$ cat src/rtl/stage_mem_pkg.sv
// Shared definitions for the memory-access stage: funct3 codes, byte-enable
// patterns, FSM encoding and the load/store legality check.
package stage_mem_pkg;

  localparam logic [2:0] F3_LB  = 3'b000;
  localparam logic [2:0] F3_LH  = 3'b001;
  localparam logic [2:0] F3_LW  = 3'b010;
  localparam logic [2:0] F3_LBU = 3'b100;
  localparam logic [2:0] F3_LHU = 3'b101;

  localparam logic [2:0] F3_SB  = 3'b000;
  localparam logic [2:0] F3_SH  = 3'b001;
  localparam logic [2:0] F3_SW  = 3'b010;

  localparam logic [3:0] BE_BYTE = 4'b0001;
  localparam logic [3:0] BE_HALF = 4'b0011;
  localparam logic [3:0] BE_WORD = 4'b1111;

  typedef enum logic [1:0] {
    ST_IDLE = 2'd0,
    ST_BUSY = 2'd1,
    ST_DONE = 2'd2
  } mem_state_t;

  function automatic logic f3_legal(input logic is_load, input logic [2:0] f3);
    if (is_load)
      return (f3 == F3_LB) || (f3 == F3_LH) || (f3 == F3_LW) ||
             (f3 == F3_LBU) || (f3 == F3_LHU);
    else
      return (f3 == F3_SB) || (f3 == F3_SH) || (f3 == F3_SW);
  endfunction

endpackage

$ cat src/rtl/stage_mem_if.sv
// Data-memory request/ready bus between the MEM stage (master) and memory.
interface stage_mem_if #(
  parameter int ADDR_WIDTH = 32
) ();
  logic                  req;
  logic                  we;
  logic [ADDR_WIDTH-1:0] addr;
  logic [31:0]           wdata;
  logic [3:0]            be;
  logic                  ready;
  logic [31:0]           rdata;

  modport master (output req, we, addr, wdata, be, input ready, rdata);
  modport slave  (input req, we, addr, wdata, be, output ready, rdata);
endinterface

$ cat src/rtl/stage_mem_load_store_align.sv
// Combinational lane steering: store replication and byte enables, access
// legality, and shift/extend of the raw read word.
module stage_mem_load_store_align
  import stage_mem_pkg::*;
(
  input  logic [1:0]  i_addr_lo,
  input  logic [2:0]  i_funct3,
  input  logic        i_memread,
  input  logic        i_memwrite,
  input  logic [31:0] i_store_data,
  input  logic [31:0] i_rdata,
  output logic [31:0] o_wdata,
  output logic [3:0]  o_be,
  output logic        o_misaligned,
  output logic [31:0] o_load_data
);

  logic [31:0] w_shifted;

  assign w_shifted = i_rdata >> {i_addr_lo, 3'b000};

  always_comb begin
    o_wdata      = 32'h0;
    o_be         = 4'h0;
    o_misaligned = 1'b0;
    case (i_funct3[1:0])
      2'b00: begin
        o_wdata = {4{i_store_data[7:0]}};
        o_be    = BE_BYTE << i_addr_lo;
      end
      2'b01: begin
        o_wdata = {2{i_store_data[15:0]}};
        o_be    = BE_HALF << i_addr_lo;
      end
      default: begin
        o_wdata = i_store_data;
        o_be    = BE_WORD;
      end
    endcase
    if (!i_memwrite)
      o_wdata = 32'h0;
    // Illegal encodings share the misaligned path so they retire without a bus access
    if (i_memread && i_memwrite)
      o_misaligned = 1'b1;
    else if (i_memread || i_memwrite) begin
      if (!f3_legal(i_memread, i_funct3))
        o_misaligned = 1'b1;
      else if ((i_funct3[1:0] == 2'b01) && i_addr_lo[0])
        o_misaligned = 1'b1;
      else if ((i_funct3[1:0] == 2'b10) && (i_addr_lo != 2'b00))
        o_misaligned = 1'b1;
    end
  end

  always_comb begin
    case (i_funct3)
      F3_LB:   o_load_data = {{24{w_shifted[7]}}, w_shifted[7:0]};
      F3_LH:   o_load_data = {{16{w_shifted[15]}}, w_shifted[15:0]};
      F3_LBU:  o_load_data = {24'h0, w_shifted[7:0]};
      F3_LHU:  o_load_data = {16'h0, w_shifted[15:0]};
      default: o_load_data = w_shifted;
    endcase
  end

endmodule

$ cat src/rtl/stage_mem.sv
// MEM pipeline stage: runs one data-bus transaction per load/store, stalls the
// front of the pipe while busy, and owns the MEM/WB register.
//   state | meaning
//   IDLE  | retire non-memory ops in one cycle, issue aligned loads/stores
//   BUSY  | dmem_req held, waiting for ready or timeout
//   DONE  | MEM/WB loads captured result, pipeline released
module stage_mem
  import stage_mem_pkg::*;
#(
  parameter int TIMEOUT_CYCLES = 16,
  parameter int ADDR_WIDTH     = 32
) (
  input  logic        clk,
  input  logic        rst_n,
  input  logic        i_ex_mem_valid,
  input  logic [31:0] i_ex_mem_alu_result,
  input  logic [31:0] i_ex_mem_write_data,
  input  logic [2:0]  i_ex_mem_funct3,
  input  logic        i_ex_mem_memread,
  input  logic        i_ex_mem_memwrite,
  input  logic        i_ex_mem_regwrite,
  input  logic        i_ex_mem_memtoreg,
  input  logic [4:0]  i_ex_mem_rd,
  stage_mem_if.master bus,
  output logic        o_mem_stall,
  output logic        o_mem_misaligned,
  output logic        o_mem_bus_error,
  output logic        o_mem_wb_valid,
  output logic        o_mem_wb_regwrite,
  output logic        o_mem_wb_memtoreg,
  output logic [4:0]  o_mem_wb_rd,
  output logic [31:0] o_mem_wb_alu_result,
  output logic [31:0] o_mem_wb_read_data
);

  localparam int CNT_W = (TIMEOUT_CYCLES > 1) ? $clog2(TIMEOUT_CYCLES) : 1;
  localparam logic [CNT_W-1:0] CNT_LAST = CNT_W'(TIMEOUT_CYCLES - 1);

  mem_state_t            r_state;
  logic [CNT_W-1:0]      r_cnt;
  logic                  r_req;
  logic                  r_we;
  logic [ADDR_WIDTH-1:0] r_addr;
  logic [31:0]           r_wdata;
  logic [3:0]            r_be;
  logic [31:0]           r_load_data;
  logic                  r_misaligned;
  logic                  r_bus_error;
  logic                  r_wb_valid;
  logic                  r_wb_regwrite;
  logic                  r_wb_memtoreg;
  logic [4:0]            r_wb_rd;
  logic [31:0]           r_wb_alu_result;
  logic [31:0]           r_wb_read_data;

  logic [31:0] w_wdata;
  logic [3:0]  w_be;
  logic        w_misaligned;
  logic [31:0] w_load_data;
  logic        w_mem_op;
  logic        w_issue;
  logic        w_bad;

  stage_mem_load_store_align u_align (
    .i_addr_lo    (i_ex_mem_alu_result[1:0]),
    .i_funct3     (i_ex_mem_funct3),
    .i_memread    (i_ex_mem_memread),
    .i_memwrite   (i_ex_mem_memwrite),
    .i_store_data (i_ex_mem_write_data),
    .i_rdata      (bus.rdata),
    .o_wdata      (w_wdata),
    .o_be         (w_be),
    .o_misaligned (w_misaligned),
    .o_load_data  (w_load_data)
  );

  assign w_mem_op = i_ex_mem_valid && (i_ex_mem_memread || i_ex_mem_memwrite);
  assign w_issue  = w_mem_op && !w_misaligned;
  assign w_bad    = w_mem_op && w_misaligned;

  // Stall rises in the issue cycle itself so EX/MEM holds the op for BUSY/DONE
  assign o_mem_stall = ((r_state == ST_IDLE) && w_issue) || (r_state == ST_BUSY);

  always_ff @(posedge clk or negedge rst_n) begin
    if (!rst_n) begin
      r_state         <= ST_IDLE;
      r_cnt           <= '0;
      r_req           <= 1'b0;
      r_we            <= 1'b0;
      r_addr          <= '0;
      r_wdata         <= '0;
      r_be            <= '0;
      r_load_data     <= '0;
      r_misaligned    <= 1'b0;
      r_bus_error     <= 1'b0;
      r_wb_valid      <= 1'b0;
      r_wb_regwrite   <= 1'b0;
      r_wb_memtoreg   <= 1'b0;
      r_wb_rd         <= '0;
      r_wb_alu_result <= '0;
      r_wb_read_data  <= '0;
    end else begin
      r_misaligned <= 1'b0;
      r_bus_error  <= 1'b0;
      case (r_state)
        ST_IDLE: begin
          if (w_issue) begin
            r_state       <= ST_BUSY;
            r_req         <= 1'b1;
            r_we          <= i_ex_mem_memwrite;
            r_addr        <= ADDR_WIDTH'({i_ex_mem_alu_result[31:2], 2'b00});
            r_wdata       <= w_wdata;
            r_be          <= w_be;
            r_cnt         <= '0;
            r_wb_valid    <= 1'b0;
            r_wb_regwrite <= 1'b0;
          end else begin
            r_wb_valid      <= i_ex_mem_valid;
            r_wb_regwrite   <= i_ex_mem_valid && i_ex_mem_regwrite && !w_bad;
            r_wb_memtoreg   <= i_ex_mem_memtoreg;
            r_wb_rd         <= i_ex_mem_rd;
            r_wb_alu_result <= i_ex_mem_alu_result;
            r_wb_read_data  <= '0;
            r_misaligned    <= w_bad;
          end
        end
        ST_BUSY: begin
          r_cnt <= r_cnt + 1'b1;
          if (bus.ready) begin
            r_load_data <= w_load_data;
            r_req       <= 1'b0;
            r_state     <= ST_DONE;
          end else if (r_cnt == CNT_LAST) begin
            r_load_data <= '0;
            r_req       <= 1'b0;
            r_bus_error <= 1'b1;
            r_state     <= ST_DONE;
          end
        end
        ST_DONE: begin
          // r_bus_error still holds the timeout pulse here
          r_wb_valid      <= 1'b1;
          r_wb_regwrite   <= i_ex_mem_regwrite && !r_bus_error;
          r_wb_memtoreg   <= i_ex_mem_memtoreg;
          r_wb_rd         <= i_ex_mem_rd;
          r_wb_alu_result <= i_ex_mem_alu_result;
          r_wb_read_data  <= r_load_data;
          r_state         <= ST_IDLE;
        end
        default: r_state <= ST_IDLE;
      endcase
    end
  end

  assign bus.req   = r_req;
  assign bus.we    = r_we;
  assign bus.addr  = r_addr;
  assign bus.wdata = r_wdata;
  assign bus.be    = r_be;

  assign o_mem_misaligned    = r_misaligned;
  assign o_mem_bus_error     = r_bus_error;
  assign o_mem_wb_valid      = r_wb_valid;
  assign o_mem_wb_regwrite   = r_wb_regwrite;
  assign o_mem_wb_memtoreg   = r_wb_memtoreg;
  assign o_mem_wb_rd         = r_wb_rd;
  assign o_mem_wb_alu_result = r_wb_alu_result;
  assign o_mem_wb_read_data  = r_wb_read_data;

endmodule

$ cat src/flat_wrapper.sv
// flat-port wrapper written by rule: the top's interface ports become plain ports
module stage_mem_flat import stage_mem_pkg::*;
#(
  parameter int TIMEOUT_CYCLES = 16,
  parameter int ADDR_WIDTH     = 32
)
  (clk, rst_n, i_ex_mem_valid, i_ex_mem_alu_result, i_ex_mem_write_data, i_ex_mem_funct3, i_ex_mem_memread, i_ex_mem_memwrite, i_ex_mem_regwrite, i_ex_mem_memtoreg, i_ex_mem_rd, o_mem_stall, o_mem_misaligned, o_mem_bus_error, o_mem_wb_valid, o_mem_wb_regwrite, o_mem_wb_memtoreg, o_mem_wb_rd, o_mem_wb_alu_result, o_mem_wb_read_data, bus_req, bus_we, bus_addr, bus_wdata, bus_be, bus_ready, bus_rdata);
  stage_mem_if #(.ADDR_WIDTH(ADDR_WIDTH)) bus_i ();
  input  logic clk;
  input  logic rst_n;
  input  logic i_ex_mem_valid;
  input  logic [31:0] i_ex_mem_alu_result;
  input  logic [31:0] i_ex_mem_write_data;
  input  logic [2:0] i_ex_mem_funct3;
  input  logic i_ex_mem_memread;
  input  logic i_ex_mem_memwrite;
  input  logic i_ex_mem_regwrite;
  input  logic i_ex_mem_memtoreg;
  input  logic [4:0] i_ex_mem_rd;
  output logic o_mem_stall;
  output logic o_mem_misaligned;
  output logic o_mem_bus_error;
  output logic o_mem_wb_valid;
  output logic o_mem_wb_regwrite;
  output logic o_mem_wb_memtoreg;
  output logic [4:0] o_mem_wb_rd;
  output logic [31:0] o_mem_wb_alu_result;
  output logic [31:0] o_mem_wb_read_data;
  output wire logic [$bits(bus_i.req)-1:0] bus_req;
  output wire logic [$bits(bus_i.we)-1:0] bus_we;
  output wire logic [$bits(bus_i.addr)-1:0] bus_addr;
  output wire logic [$bits(bus_i.wdata)-1:0] bus_wdata;
  output wire logic [$bits(bus_i.be)-1:0] bus_be;
  input wire logic [$bits(bus_i.ready)-1:0] bus_ready;
  input wire logic [$bits(bus_i.rdata)-1:0] bus_rdata;
  assign bus_req = bus_i.req;
  assign bus_we = bus_i.we;
  assign bus_addr = bus_i.addr;
  assign bus_wdata = bus_i.wdata;
  assign bus_be = bus_i.be;
  assign bus_i.ready = bus_ready;
  assign bus_i.rdata = bus_rdata;
  stage_mem #(.TIMEOUT_CYCLES(TIMEOUT_CYCLES), .ADDR_WIDTH(ADDR_WIDTH)) u_core (.clk(clk), .rst_n(rst_n), .i_ex_mem_valid(i_ex_mem_valid), .i_ex_mem_alu_result(i_ex_mem_alu_result), .i_ex_mem_write_data(i_ex_mem_write_data), .i_ex_mem_funct3(i_ex_mem_funct3), .i_ex_mem_memread(i_ex_mem_memread), .i_ex_mem_memwrite(i_ex_mem_memwrite), .i_ex_mem_regwrite(i_ex_mem_regwrite), .i_ex_mem_memtoreg(i_ex_mem_memtoreg), .i_ex_mem_rd(i_ex_mem_rd), .bus(bus_i), .o_mem_stall(o_mem_stall), .o_mem_misaligned(o_mem_misaligned), .o_mem_bus_error(o_mem_bus_error), .o_mem_wb_valid(o_mem_wb_valid), .o_mem_wb_regwrite(o_mem_wb_regwrite), .o_mem_wb_memtoreg(o_mem_wb_memtoreg), .o_mem_wb_rd(o_mem_wb_rd), .o_mem_wb_alu_result(o_mem_wb_alu_result), .o_mem_wb_read_data(o_mem_wb_read_data));
endmodule
$ cat config.mk
export PLATFORM = sky130hd
export DESIGN_NAME = stage_mem_flat
export DESIGN_NICKNAME = d
export VERILOG_FILES = /design/src/rtl/stage_mem_pkg.sv /design/src/rtl/stage_mem_if.sv /design/src/rtl/stage_mem_load_store_align.sv /design/src/rtl/stage_mem.sv /design/src/flat_wrapper.sv
export SDC_FILE = /design/constraint.sdc
export NUM_CORES = 1
export LEC_CHECK = 0
export CAP_MARGIN = 30
export CORE_ASPECT_RATIO = 0.8
export CORE_MARGIN = 4
export CORE_UTILIZATION = 44
export DETAILED_ROUTE_END_ITERATION = 10
export PLACE_DENSITY = 0.77
export SYNTH_ARGS = -nofsm -noshare
export SYNTH_HDL_FRONTEND = slang
export SYNTH_SLANG_ARGS = --single-unit
export TNS_END_PERCENT = 5
$ cat constraint.sdc
create_clock -name clk -period 5.5 [get_ports clk]
set_input_delay 1.65 -clock clk [delete_from_list [all_inputs] [get_ports clk]]
set_output_delay 1.65 -clock clk [all_outputs]
set_load 0.02 [all_outputs]
**After elaboration in Yosys (flattened, before gate mapping)**

Index checks and enable logic that the tools add are counted.

- Register bits after elaboration: 180
- Logic and storage cells: 105

- Equality and inequality tests: 12
- Shift operators: 3
- Reductions and logical operators: 32
- Multiplexer cells: 41
- Add/sub/neg operators: 1

Operator list:

| cell | number |
|---|---|
| $pmux 32 s2 | 3 |
| $mux 32 | 5 |
| $pmux 32 s4 | 1 |
| $shr 32x5->32 | 1 |
| $mux 1 | 19 |
| $pmux 4 s2 | 2 |
| $logic_and 1x1->1 | 10 |
| $pmux 5 s2 | 1 |
| $reduce_and 2->1 | 5 |
| $pmux 1 s2 | 4 |
| $reduce_bool 2->1 | 4 |
| $eq 3x3->1 const B | 2 |
| $logic_or 1x1->1 | 6 |
| $mux 2 | 3 |
| $mux 5 | 1 |
| $add 4x1->4 const B | 1 |
| $eq 2x1->1 const B | 2 |
| $eq 2x2->1 const B | 2 |
| $eq 4x4->1 const B | 1 |
| $logic_not 2->1 | 2 |
| $mux 4 | 1 |
| $pmux 2 s2 | 1 |
| $shl 1x2->4 const A | 1 |
| $shl 2x2->4 const A | 1 |
| 8 further kinds | 10 |

**Longest topological paths before layout**

Gate-level depths: netlist (run 1).

- Depth after elaboration: 16
- Depth in mapped cells: 8
- Gate-level depth less buffers: 5

**Modules after synthesis**

A second synthesis (run 1) with hierarchy kept.

- Cells, all modules: 645
- Area total of the unflattened synthesis: 8369.3 um^2

By module, submodules not included:

| module | times used | cells each | area each (um^2) |
|---|---|---|---|
| stage_mem | 1 | 420 | 6821.5 |
| stage_mem_load_store_align | 1 | 225 | 1547.7 |

**Worst setup path after synthesis (run 1)**

OpenSTA, ideal clock, no wires.

- Path kind: input to output
- From: input port i_ex_mem_alu_result[1]
- To: output port o_mem_stall
- Slack: 825 ps
- Stages on the path: 7
- Arrival time: 3025 ps
- Cells stage by stage: buf_2 nor4_2 a21oi_2 nor3b_1 buf_2 buf_2 or2_2

- Word-level cells in the longest chain between the ends: 11

Ends and longest elaborated chain:

| what | line | text |
|---|---|---|
| start: declaration | flat_wrapper.sv:12 | `input logic [31:0] i_ex_mem_alu_result;` |
| $reduce_bool 2->1 | stage_mem_load_store_align.sv:50 | `else if ((i_funct3[1:0] == 2'b10) && (i_addr_lo != 2'b00))` |
| $logic_and 1x1->1 | stage_mem_load_store_align.sv:50 |  |
| $mux 1 | stage_mem_load_store_align.sv:50 |  |
| $mux 1 | stage_mem_load_store_align.sv:48 | `else if ((i_funct3[1:0] == 2'b01) && i_addr_lo[0])` |
| $mux 1 | stage_mem_load_store_align.sv:46 | `if (!f3_legal(i_memread, i_funct3))` |
| $mux 1 | stage_mem_load_store_align.sv:45 | `else if (i_memread \|\| i_memwrite) begin` |
| $mux 1 | stage_mem_load_store_align.sv:43 | `if (i_memread && i_memwrite)` |
| $logic_not 1->1 | stage_mem.sv:78 | `assign w_issue = w_mem_op && !w_misaligned;` |
| $logic_and 1x1->1 | stage_mem.sv:78 |  |
| $logic_and 1x1->1 | stage_mem.sv:82 | `assign o_mem_stall = ((r_state == ST_IDLE) && w_issue) \|\| (r_state == ST_BUSY);` |
| $logic_or 1x1->1 | stage_mem.sv:82 |  |
| end: declaration | flat_wrapper.sv:20 | `output logic o_mem_stall;` |

No other way between the ends.

**Worst setup path after layout (run 1)**

Same ends and word-level chain as after synthesis.

==> metrics.txt, run 1 <==
Worst EP required 3.85 ns; HPWL Detailed 15600 microns; Cell Chain, Critical Path clkdlybuf4s50_1 -> nor4_2 -> a21oi_2 -> nor3b_2 -> or2_2 -> clkdlybuf4s50_1; first-pass GRT wire length about 35000 microns; Slew @ Worst Pin 0.975 ns; CP delay by family, top buffers and inverters; Post-synth EDFFs 0; Final TNS setup 0 ns; GRT met3 Usage 0.0827; Die Span Y roughly 130 microns; Syn Area/Cell 12.3 sq um; Port Buf Inserts between 200 and 300; initial antenna violation count 1; Worst Setup End Kind output pin; final net count around 1000; CP bufs+invs 2; die area 0.0203 sq mm; GRT busiest layer met2; # IOs about 260; clk_lat worst skew 0.42 ns; VDD IR-drop max 0.000248 V; Hold Slack 0.487 ns; CTS clk-pin slew, worst paths 0.06 ns; n_diodes 0; cell taking the most area after synthesis dfrtp_1; met2 Resource Use GR 0.331; Tmin final 5.23 ns; CTS tree yes; Area Overhead vs Synth 41.9%; # hold bufs at CTS 0; Die W approximately 160 microns; Final Setup Violations 0; top cell type's share of synthesized area 0.567; post-CTS sizing 0; H-tree Lvls 4; Post-Route Skew 0.00978 ns; Mapped Cells 647; vias in the first global route 6335; Fin. Hold Viols 0; layout cells sized above 1 0.176; Iter 0 DRT Violations 313; Detailed Routing Iterations Pass 1 4; via count 5973; GRT met1 Usage 0.294; maxcap violations 0; Rel. slew slack 0.345; number of vias per cell ~5.3; PnR worst setup slack between 0.2 and 0.3 ns; f_max 191 MHz; pin count of the biggest net entering global routing 108; CP most frequent cell clkdlybuf4s50_1; Cell Area, Synth 0.00795 sq mm; grt ovf 0; Seq/Total Area, Yosys 0.567; Critical Path Source Type input port; Setup CP Type input port to output pin; FFs w/ async S/R, synth 1.00; Remaining DRCs 0; setup bufs post-CTS 0; CTS sink cnt 180; period utilization 0.951; PD cells 387 mW/mm^2; Yosys cell types 43; RSZ-0062 raised after global routing false; synth top area cells dfrtp_1 57%, mux2_2 14%, mux2i_1 6.0%, a22o_1 3.5%, nand2_1 3.0%; row cnt 43; Reg area between 0.004 and 0.005 sq mm; Worst Hold Class flop to flop; Routed WL per cell 19.8 microns; pre-CTS setup slack between 0.2 and 0.3 ns; Inserted Clock Buffers 17; most frequent cells in the layout 252 x clkdlybuf4s50_1, 180 x dfrtp_1, 96 x mux2_2; Synth Warn # 0; clk root buf clkbuf_16; status completed; Multi-input gate area around 0.0031 sq mm; RePlAce Congestion roughly 0.82; total of fill cells in the finished design 1379; Worst path max stage delay 0.61 ns; Slew Limit Fails 0; Most used DFF post-synth dfrtp_1; WL final 22300 microns; Data arrival, critical path 3.58 ns; Final ANT Viol Nets 0; flops & latches, synth 180; crit path max fanout 2; clock tree buffer depth 2; static leakage a little under 5 nW; GRT Overall Usage 0.219; most common cell after layout, fill and taps aside clkdlybuf4s50_1; Critical-path top delay cell clkdlybuf4s50_1; initial core utilization 0.453; CORE AREA between 0.015 and 0.02 sq mm; worst reg2reg setup slack about 3.0 ns
-- state kept, by name, indices dropped and copies added, names as in the netlist --
register and count:
u_core.o_mem_wb_rd 5, u_core.o_mem_wb_memtoreg 1, u_core.bus.addr 30, u_core.bus.req 1, u_core.o_mem_wb_valid 1, u_core.o_mem_bus_error 1, u_core.o_mem_wb_alu_result 32, u_core.r_load_data 32
u_core.r_cnt 4, u_core.o_mem_wb_regwrite 1, u_core.o_mem_misaligned 1, u_core.r_state 2, u_core.bus.we 1, u_core.bus.wdata 32, u_core.bus.be 4, u_core.o_mem_wb_read_data 32
-- cells by family after synthesis --
kind of cell,Yosys count,share of synthesized area
DFF,180,0.567
other,1,0.000472
xor gates and xnor gates,1,0.00110
muxes,146,0.201
buffers and inverters,71,0.0412
AOI/OAI and AO/OA,128,0.115
and+or+nand+nor,119,0.0727
adders and majority gates,1,0.00157
-- final cells by class --
| type | instances | area share |
|---|---|---|
| sequential | 180 | 0.399 |
| tap | 225 | 0.0250 |
| inverter | 19 | 0.00632 |
| clock buffer | 18 | 0.0389 |
| clock inverter | 12 | 0.0108 |
| multi-input combinational | 397 | 0.278 |
| timing repair buffer | 271 | 0.242 |
-- power by group --
part	internal [mW]	switching, mW	leakage (nW)
logic	0.707	0.664	2.32
clock network	0.642	0.537	0.268
registers	1.64	0.182	2.27
total	2.99	1.38	4.86
-- metrics by stage --
stage | power [mW] | cells | utilization | area [sq um]
6_report | 4.37 | 1122 | 0.643 | 11300
5_1_grt | 4.59 | 1122 | 0.643 | 11300
4_1_cts | 4.41 | 1121 | 0.642 | 11300
3_5_place_dp | 3.21 | 1091 | 0.610 | 10700
3_3_place_gp | 3.18 | 1089 | 0.607 | 10700
2_1_floorplan | 2.50 | 648 | - | 7950
-- metal layers --
metal / vias up / part of all wire
met1: 2959 / 0.44
met4: 2 / 0.022
li1: 2766 / -
met2: 210 / 0.45
met3: 36 / 0.089
met5: - / 0.00072
-- tightest hold or removal path, stage by stage (launching register included) --
cell and delay [ns]:
dfrtp_1 0.35, nand2_1 0.05, o21ai_0 0.06
-- path summary, 6_finish.rpt --
path | end | cells past startpoint | from
max | o_mem_stall | 6 | i_ex_mem_alu_result[1]
min | u_core.r_load_data[15]$_DFFE_PN0P_ | 2 | u_core.r_load_data[15]$_DFFE_PN0P_
max reg2reg | u_core.r_load_data[31]$_DFFE_PN0P_ | 5 | u_core.r_state[0]$_DFFE_PN0P_
min reg2reg | u_core.r_load_data[15]$_DFFE_PN0P_ | 2 | u_core.r_load_data[15]$_DFFE_PN0P_
max in group asynchronous | u_core.o_mem_wb_alu_result[4]$_DFFE_PN0P_ | 2 | rst_n
min in group asynchronous | u_core.o_mem_wb_read_data[27]$_DFFE_PN0P_ | 1 | rst_n
-- cells in the mapped netlist, types with 5 or more instances --
master    count
dfrtp_1     180
mux2_2       96
nand2_1      63
mux2i_1      48
o21ai_0      41
a22o_1       32
clkbuf_1     23
a21oi_1      19
inv_1        19
a221o_1      16
buf_2        16
nor2b_1      13
nor2_1       12
a21boi_0      9
nand3b_1      8
buf_1         5
buf_4         5
nand2b_1      5
(Power assumes the default switching activity.)
==> inputs of run 2 (changes only) <==
--- a/config.mk
+++ b/config.mk
@@ -8,9 +8,10 @@
 export CAP_MARGIN = 30
 export CORE_ASPECT_RATIO = 0.8
 export CORE_MARGIN = 4
-export CORE_UTILIZATION = 44
+export CORE_UTILIZATION = 50
 export DETAILED_ROUTE_END_ITERATION = 10
-export PLACE_DENSITY = 0.77
+export PLACE_DENSITY = 0.86
+export RECOVER_POWER = 50
 export SYNTH_ARGS = -nofsm -noshare
 export SYNTH_HDL_FRONTEND = slang
 export SYNTH_SLANG_ARGS = --single-unit
==> metrics.txt, run 2 (synthesis results as in run 1) <==
number of vias per cell 5.59 (was 5.32); static leakage 4.92 nW (was 4.86 nW); CTS tree yes (unchanged); Routed WL per cell 21.1 microns (was 19.8 microns); most frequent cells in the layout 201 x clkdlybuf4s50_1, 180 x dfrtp_1, 96 x mux2_2 (was 252 x clkdlybuf4s50_1, 180 x dfrtp_1, 96 x mux2_2); layout cells sized above 1 0.168 (was 0.176); Area Overhead vs Synth 41.5% (was 41.9%); HPWL Detailed 16500 microns (was 15600 microns); Worst Setup End Kind output pin (unchanged); period utilization 0.955 (was 0.951); vias in the first global route 6590 (was 6335); RSZ-0062 raised after global routing false (unchanged); first-pass GRT wire length 37000 microns (was 34700 microns); clock tree buffer depth 2 (unchanged); Cell Chain, Critical Path clkdlybuf4s50_1 -> nand2b_1 -> a21oi_1 -> nor3b_2 -> or2_2 -> clkdlybuf4s50_1 (was clkdlybuf4s50_1 -> nor4_2 -> a21oi_2 -> nor3b_2 -> or2_2 -> clkdlybuf4s50_1); grt ovf 0 (unchanged); WL final 23500 microns (was 22300 microns); Setup CP Type input port to output pin (unchanged); Die Span Y 121 microns (was 128 microns); Rel. slew slack -0.662 (was 0.345); most common cell after layout, fill and taps aside clkdlybuf4s50_1 (unchanged); CTS sink cnt 180 (unchanged); Detailed Routing Iterations Pass 1 5 (was 4); area of placed instances 0.0106 sq mm (was 0.0107 sq mm); post-CTS sizing 0 (unchanged); CORE AREA 0.0153 sq mm (was 0.0175 sq mm); status finished with violations (was completed); CP most frequent cell clkdlybuf4s50_1 (unchanged); Worst EP required 3.85 ns (about the same); VDD IR-drop max 0.000257 V (was 0.000248 V); r2r endpoint u_core.bus.we$_DFFE_PN0P_ (was u_core.r_load_data[31]$_DFFE_PN0P_); final net count 1001 (was 999); Tmin final 5.25 ns (was 5.23 ns); Critical Path Source Type input port (unchanged); maxcap violations 1 (was 0); row cnt 40 (was 43); Worst Hold Class flop to flop (unchanged); Inserted Clock Buffers 17 (unchanged); clk root buf clkbuf_16 (unchanged); Die W 149 microns (was 158 microns); failing checks capacitance limit, slew limit; Worst R2R Start u_core.r_state[1]$_DFFE_PN0P_ (was u_core.r_state[0]$_DFFE_PN0P_); setup bufs post-CTS 0 (unchanged); # IOs 257 (unchanged); clk_lat worst skew 0.43 ns (was 0.42 ns); Fin. Hold Viols 0 (unchanged); Worst R2R Path Depth 5 (unchanged); GRT Overall Usage 0.264 (was 0.219); worst reg2reg setup slack 2.59 ns (was 3.04 ns); Slew @ Worst Pin 2.49 ns (was 0.975 ns); pin count of the biggest net entering global routing 102 (was 108); Port Buf Inserts 254 (unchanged); Hold Startpoint u_core.bus.req$_DFFE_PN0P_ (was u_core.r_load_data[15]$_DFFE_PN0P_); RePlAce Congestion 0.834 (was 0.823); Final Setup Violations 0 (unchanged); Hold Path End u_core.bus.req$_DFFE_PN0P_ (was u_core.r_load_data[15]$_DFFE_PN0P_); via count 6207 (was 5973); CP bufs+invs 2 (unchanged); Post-Layout Inst Area 0.0112 sq mm (was 0.0113 sq mm); PD cells 396 mW/mm^2 (was 387 mW/mm^2); fin cells 1111 (was 1122); CP delay by family, top buffers and inverters (unchanged); placed cell count 1077 (was 1091); CTS clk-pin slew, worst paths 0.07 ns (was 0.06 ns); Worst path depth 6 (unchanged); hold path depth 1 (was 2); die area 0.0180 sq mm (was 0.0203 sq mm); Post-Route Skew 0.00895 ns (was 0.00978 ns); f_max 190 MHz (was 191 MHz); # hold bufs at CTS 0 (unchanged); n_diodes 0 (unchanged); Total Power 4.45 mW (was 4.37 mW); Slew Limit Fails 102 (was 0); Worst path max stage delay 0.57 ns (was 0.61 ns); initial antenna violation count 1 (unchanged); Final ANT Viol Nets 0 (unchanged); H-tree Lvls 4 (unchanged); Critical-path top delay cell clkdlybuf4s50_1 (unchanged); Remaining DRCs 0 (unchanged); Final TNS setup 0 ns (unchanged); Iter 0 DRT Violations 385 (was 313); Data arrival, critical path 3.60 ns (was 3.58 ns); initial core utilization 0.519 (was 0.453); crit path max fanout 4 (was 2)
==> run 2: per-layer routing <==
| metal | wire length (microns) | track usage | vias to the layer above |
|---|---|---|---|
| li1 | - | - | 2771 |
| met1 | 9630 | 0.341 | 3133 |
| met2 | 11500 | 0.431 | 268 |
| met3 | 1950 | 0.0821 | 33 |
| met4 | 385 | 0.0812 | 2 |
| met5 | 12 | 0 | - |
==> run 2: how the worst max path moves through the flow <==
stage / from / endpoint / slack, ns
6_report: i_ex_mem_memread / o_mem_stall / 0.25
5_1_grt: i_ex_mem_memread / o_mem_stall / 0.19
4_1_cts: i_ex_mem_memread / o_mem_stall / 0.32
3_5_place_dp: i_ex_mem_memread / o_mem_stall / 0.33
3_3_place_gp: i_ex_mem_memread / o_mem_stall / 0.36
2_1_floorplan: i_ex_mem_alu_result[1] / o_mem_stall / 0.82
==> run 2: where the power goes <==
part / switching, mW / internal (mW)
Combinational: 0.682 / 0.675
Clock: 0.514 / 0.744
Sequential: 0.194 / 1.64
==> run 2: layout make-up <==
type	instances	area [sq um]
clock buffer	22	464
timing repair buffer	273	2670
fill	1031	4070
multi-input combinational	397	3120
sequential	180	4500
clock inverter	10	146
tap	210	263
inverter	19	71.3
==> run 2: worst reg2reg max path: stages (launching register included) <==
cell	delay, ns
dfrtp_1	0.48
nor3_1	0.24
nor3b_2	0.24
clkbuf_1	1.05
buf_16	0.37
mux2_2	0.41
==> run 2: stage by stage <==
step | util | worst slack, ns | hold WS, ns
CTS | 0.735 | 0.321 | 0.496
finish | 0.734 | 0.247 | 0.491
detailed placement | 0.695 | 0.328 | 0.479
floorplan | - | 0.825 | 0.450
global route | 0.734 | 0.190 | 0.505
global placement | 0.695 | 0.358 | 0.469
==> inputs of run 3 (changes only) <==
--- a/config.mk
+++ b/config.mk
@@ -6,11 +6,13 @@
 export NUM_CORES = 1
 export LEC_CHECK = 0
 export CAP_MARGIN = 30
+export CELL_PAD_IN_SITES_DETAIL_PLACEMENT = 0
+export CELL_PAD_IN_SITES_GLOBAL_PLACEMENT = 1
 export CORE_ASPECT_RATIO = 0.8
 export CORE_MARGIN = 4
-export CORE_UTILIZATION = 50
+export CORE_UTILIZATION = 39
 export DETAILED_ROUTE_END_ITERATION = 10
-export PLACE_DENSITY = 0.86
+export PLACE_DENSITY = 0.87
 export RECOVER_POWER = 50
 export SYNTH_ARGS = -nofsm -noshare
 export SYNTH_HDL_FRONTEND = slang
==> metrics.txt, run 3 (synthesis results as in run 1) <==
status finished with violations (unchanged); failing checks capacitance limit, slew limit (unchanged); Area Overhead vs Synth 42.3% (was 41.5%); Post-Route Skew 0.0139 ns (was 0.00895 ns); row cnt 46 (was 40); Slew @ Worst Pin 2.63 ns (was 2.49 ns); # hold bufs at CTS 0 (unchanged); period utilization 0.948 (was 0.955); via count 5830 (was 6207); die area 0.0227 sq mm (was 0.0180 sq mm); Setup CP Type input port to output pin (unchanged); most common cell after layout, fill and taps aside clkdlybuf4s50_1 (unchanged); CTS sink cnt 180 (unchanged); CTS clk-pin slew, worst paths 0.06 ns (was 0.07 ns); clock tree buffer depth 2 (unchanged); maxcap violations 1 (unchanged); n_diodes 0 (unchanged); Cell Chain, Critical Path dlygate4sd3_1 -> a21oi_1 -> a21oi_2 -> nor3b_2 -> or2_2 -> clkdlybuf4s50_1 (was clkdlybuf4s50_1 -> nand2b_1 -> a21oi_1 -> nor3b_2 -> or2_2 -> clkdlybuf4s50_1); Die W 168 microns (was 149 microns); first-pass GRT wire length 34400 microns (was 37000 microns); initial core utilization 0.399 (was 0.519); Tmin final 5.21 ns (was 5.25 ns); Worst R2R Start u_core.r_state[0]$_DFFE_PN0P_ (was u_core.r_state[1]$_DFFE_PN0P_); pin count of the biggest net entering global routing 107 (was 102); post-CTS sizing 0 (unchanged); hold path depth 1 (unchanged); final core occ 0.568 (was 0.734); CORE AREA 0.0199 sq mm (was 0.0153 sq mm); Inserted Clock Buffers 17 (unchanged); setup bufs post-CTS 0 (unchanged); RePlAce Congestion 0.782 (was 0.834); Routed WL per cell 19.2 microns (was 21.1 microns); Worst Hold Class flop to flop (unchanged); final net count 999 (was 1001); Iter 0 DRT Violations 297 (was 385); Total Power 4.33 mW (was 4.45 mW); grt ovf 0 (unchanged); Final ANT Viol Nets 0 (unchanged); most frequent cells in the layout 191 x clkdlybuf4s50_1, 180 x dfrtp_1, 96 x mux2_2 (was 201 x clkdlybuf4s50_1, 180 x dfrtp_1, 96 x mux2_2); initial antenna violation count 0 (was 1); Slew Limit Fails 46 (was 102); number of vias per cell 5.01 (was 5.59); VDD IR-drop max 0.000201 V (was 0.000257 V); RSZ-0062 raised after global routing false (unchanged); f_max 192 MHz (was 190 MHz); PD cells 383 mW/mm^2 (was 396 mW/mm^2); Die Span Y 136 microns (was 121 microns); Rel. slew slack -0.753 (was -0.662); Data arrival, critical path 3.56 ns (was 3.60 ns); Critical-path top delay cell dlygate4sd3_1 (was clkdlybuf4s50_1); Remaining DRCs 0 (unchanged); Final Setup Violations 0 (unchanged); CP startpoint i_ex_mem_funct3[1] (was i_ex_mem_memread); clk root buf clkbuf_16 (unchanged); Post-Layout Inst Area 0.0113 sq mm (was 0.0112 sq mm); Hold Slack 0.478 ns (was 0.491 ns); Worst Setup End Kind output pin (unchanged); Hold Startpoint u_core.bus.req$_DFFE_PN0P_ (unchanged); area of placed instances 0.0107 sq mm (was 0.0106 sq mm); WL final 22400 microns (was 23500 microns); total of fill cells in the finished design 1743 (was 1031); Worst path max stage delay 0.64 ns (was 0.57 ns); GRT Overall Usage 0.193 (was 0.264); Worst EP required 3.85 ns (about the same); HPWL Detailed 16000 microns (was 16500 microns); Fin. Hold Viols 0 (unchanged); clk_lat worst skew 0.43 ns (about the same); Port Buf Inserts 254 (unchanged); Critical Path Source Type input port (unchanged); crit path max fanout 5 (was 4); vias in the first global route 6008 (was 6590); Final TNS setup 0 ns (unchanged); # IOs 257 (unchanged); layout cells sized above 1 0.171 (was 0.168); static leakage 4.94 nW (was 4.92 nW); Detailed Routing Iterations Pass 1 4 (was 5); Worst R2R Path Depth 4 (was 5); H-tree Lvls 4 (unchanged); CTS tree yes (unchanged)
[run 3: worst max-delay path: cells and delay by family]
kind	cells	cell delay [ns]
simple gates	2	0.36
compound gates	2	0.29
buf+inv	2	1.25
[run 3: cell type report]
| cell class | count | area (sq um) | area share |
|---|---|---|---|
| well taps | 264 | 330 | 0.0292 |
| clock inverters | 13 | 144 | 0.0127 |
| multi-input cells | 397 | 3130 | 0.277 |
| flip-flops and latches | 180 | 4500 | 0.398 |
| inverters | 19 | 71.3 | 0.00630 |
| repair buffers | 271 | 2690 | 0.238 |
| clock buffers | 19 | 443 | 0.0392 |
[run 3: final timing paths]
path	to	slack, ns
max reg2reg	u_core.r_load_data[25]$_DFFE_PN0P_	2.91
max	o_mem_stall	0.29
min in group asynchronous	u_core.o_mem_wb_rd[1]$_DFFE_PN0P_	2.04
min reg2reg	u_core.bus.req$_DFFE_PN0P_	0.48
max in group asynchronous	u_core.r_load_data[23]$_DFFE_PN0P_	1.07
min	u_core.bus.req$_DFFE_PN0P_	0.48
[run 3: per-layer routing]
metal  vias to the layer above  GRT usage  wire length, microns
met5                         -          0                     0
met4                         0     0.0509                   256
met3                        18     0.0793                  2070
met2                       179      0.292                 10100
met1                      2858      0.260                  9970
li1                       2775          -                     -
[run 3: power breakdown]
part / total, mW / switching, mW / internal, mW
Combinational: 1.33 / 0.660 / 0.669
Clock: 1.20 / 0.580 / 0.617
Sequential: 1.81 / 0.172 / 1.64
Total: 4.33 / 1.41 / 2.92
[run 3: stage by stage]
step / setup WS (ns) / std cells
2_1_floorplan: 0.825 / 648
5_1_grt: 0.172 / 1163
6_report: 0.288 / 1163
4_1_cts: 0.348 / 1162
3_5_place_dp: 0.367 / 1130
3_3_place_gp: 0.355 / 1128
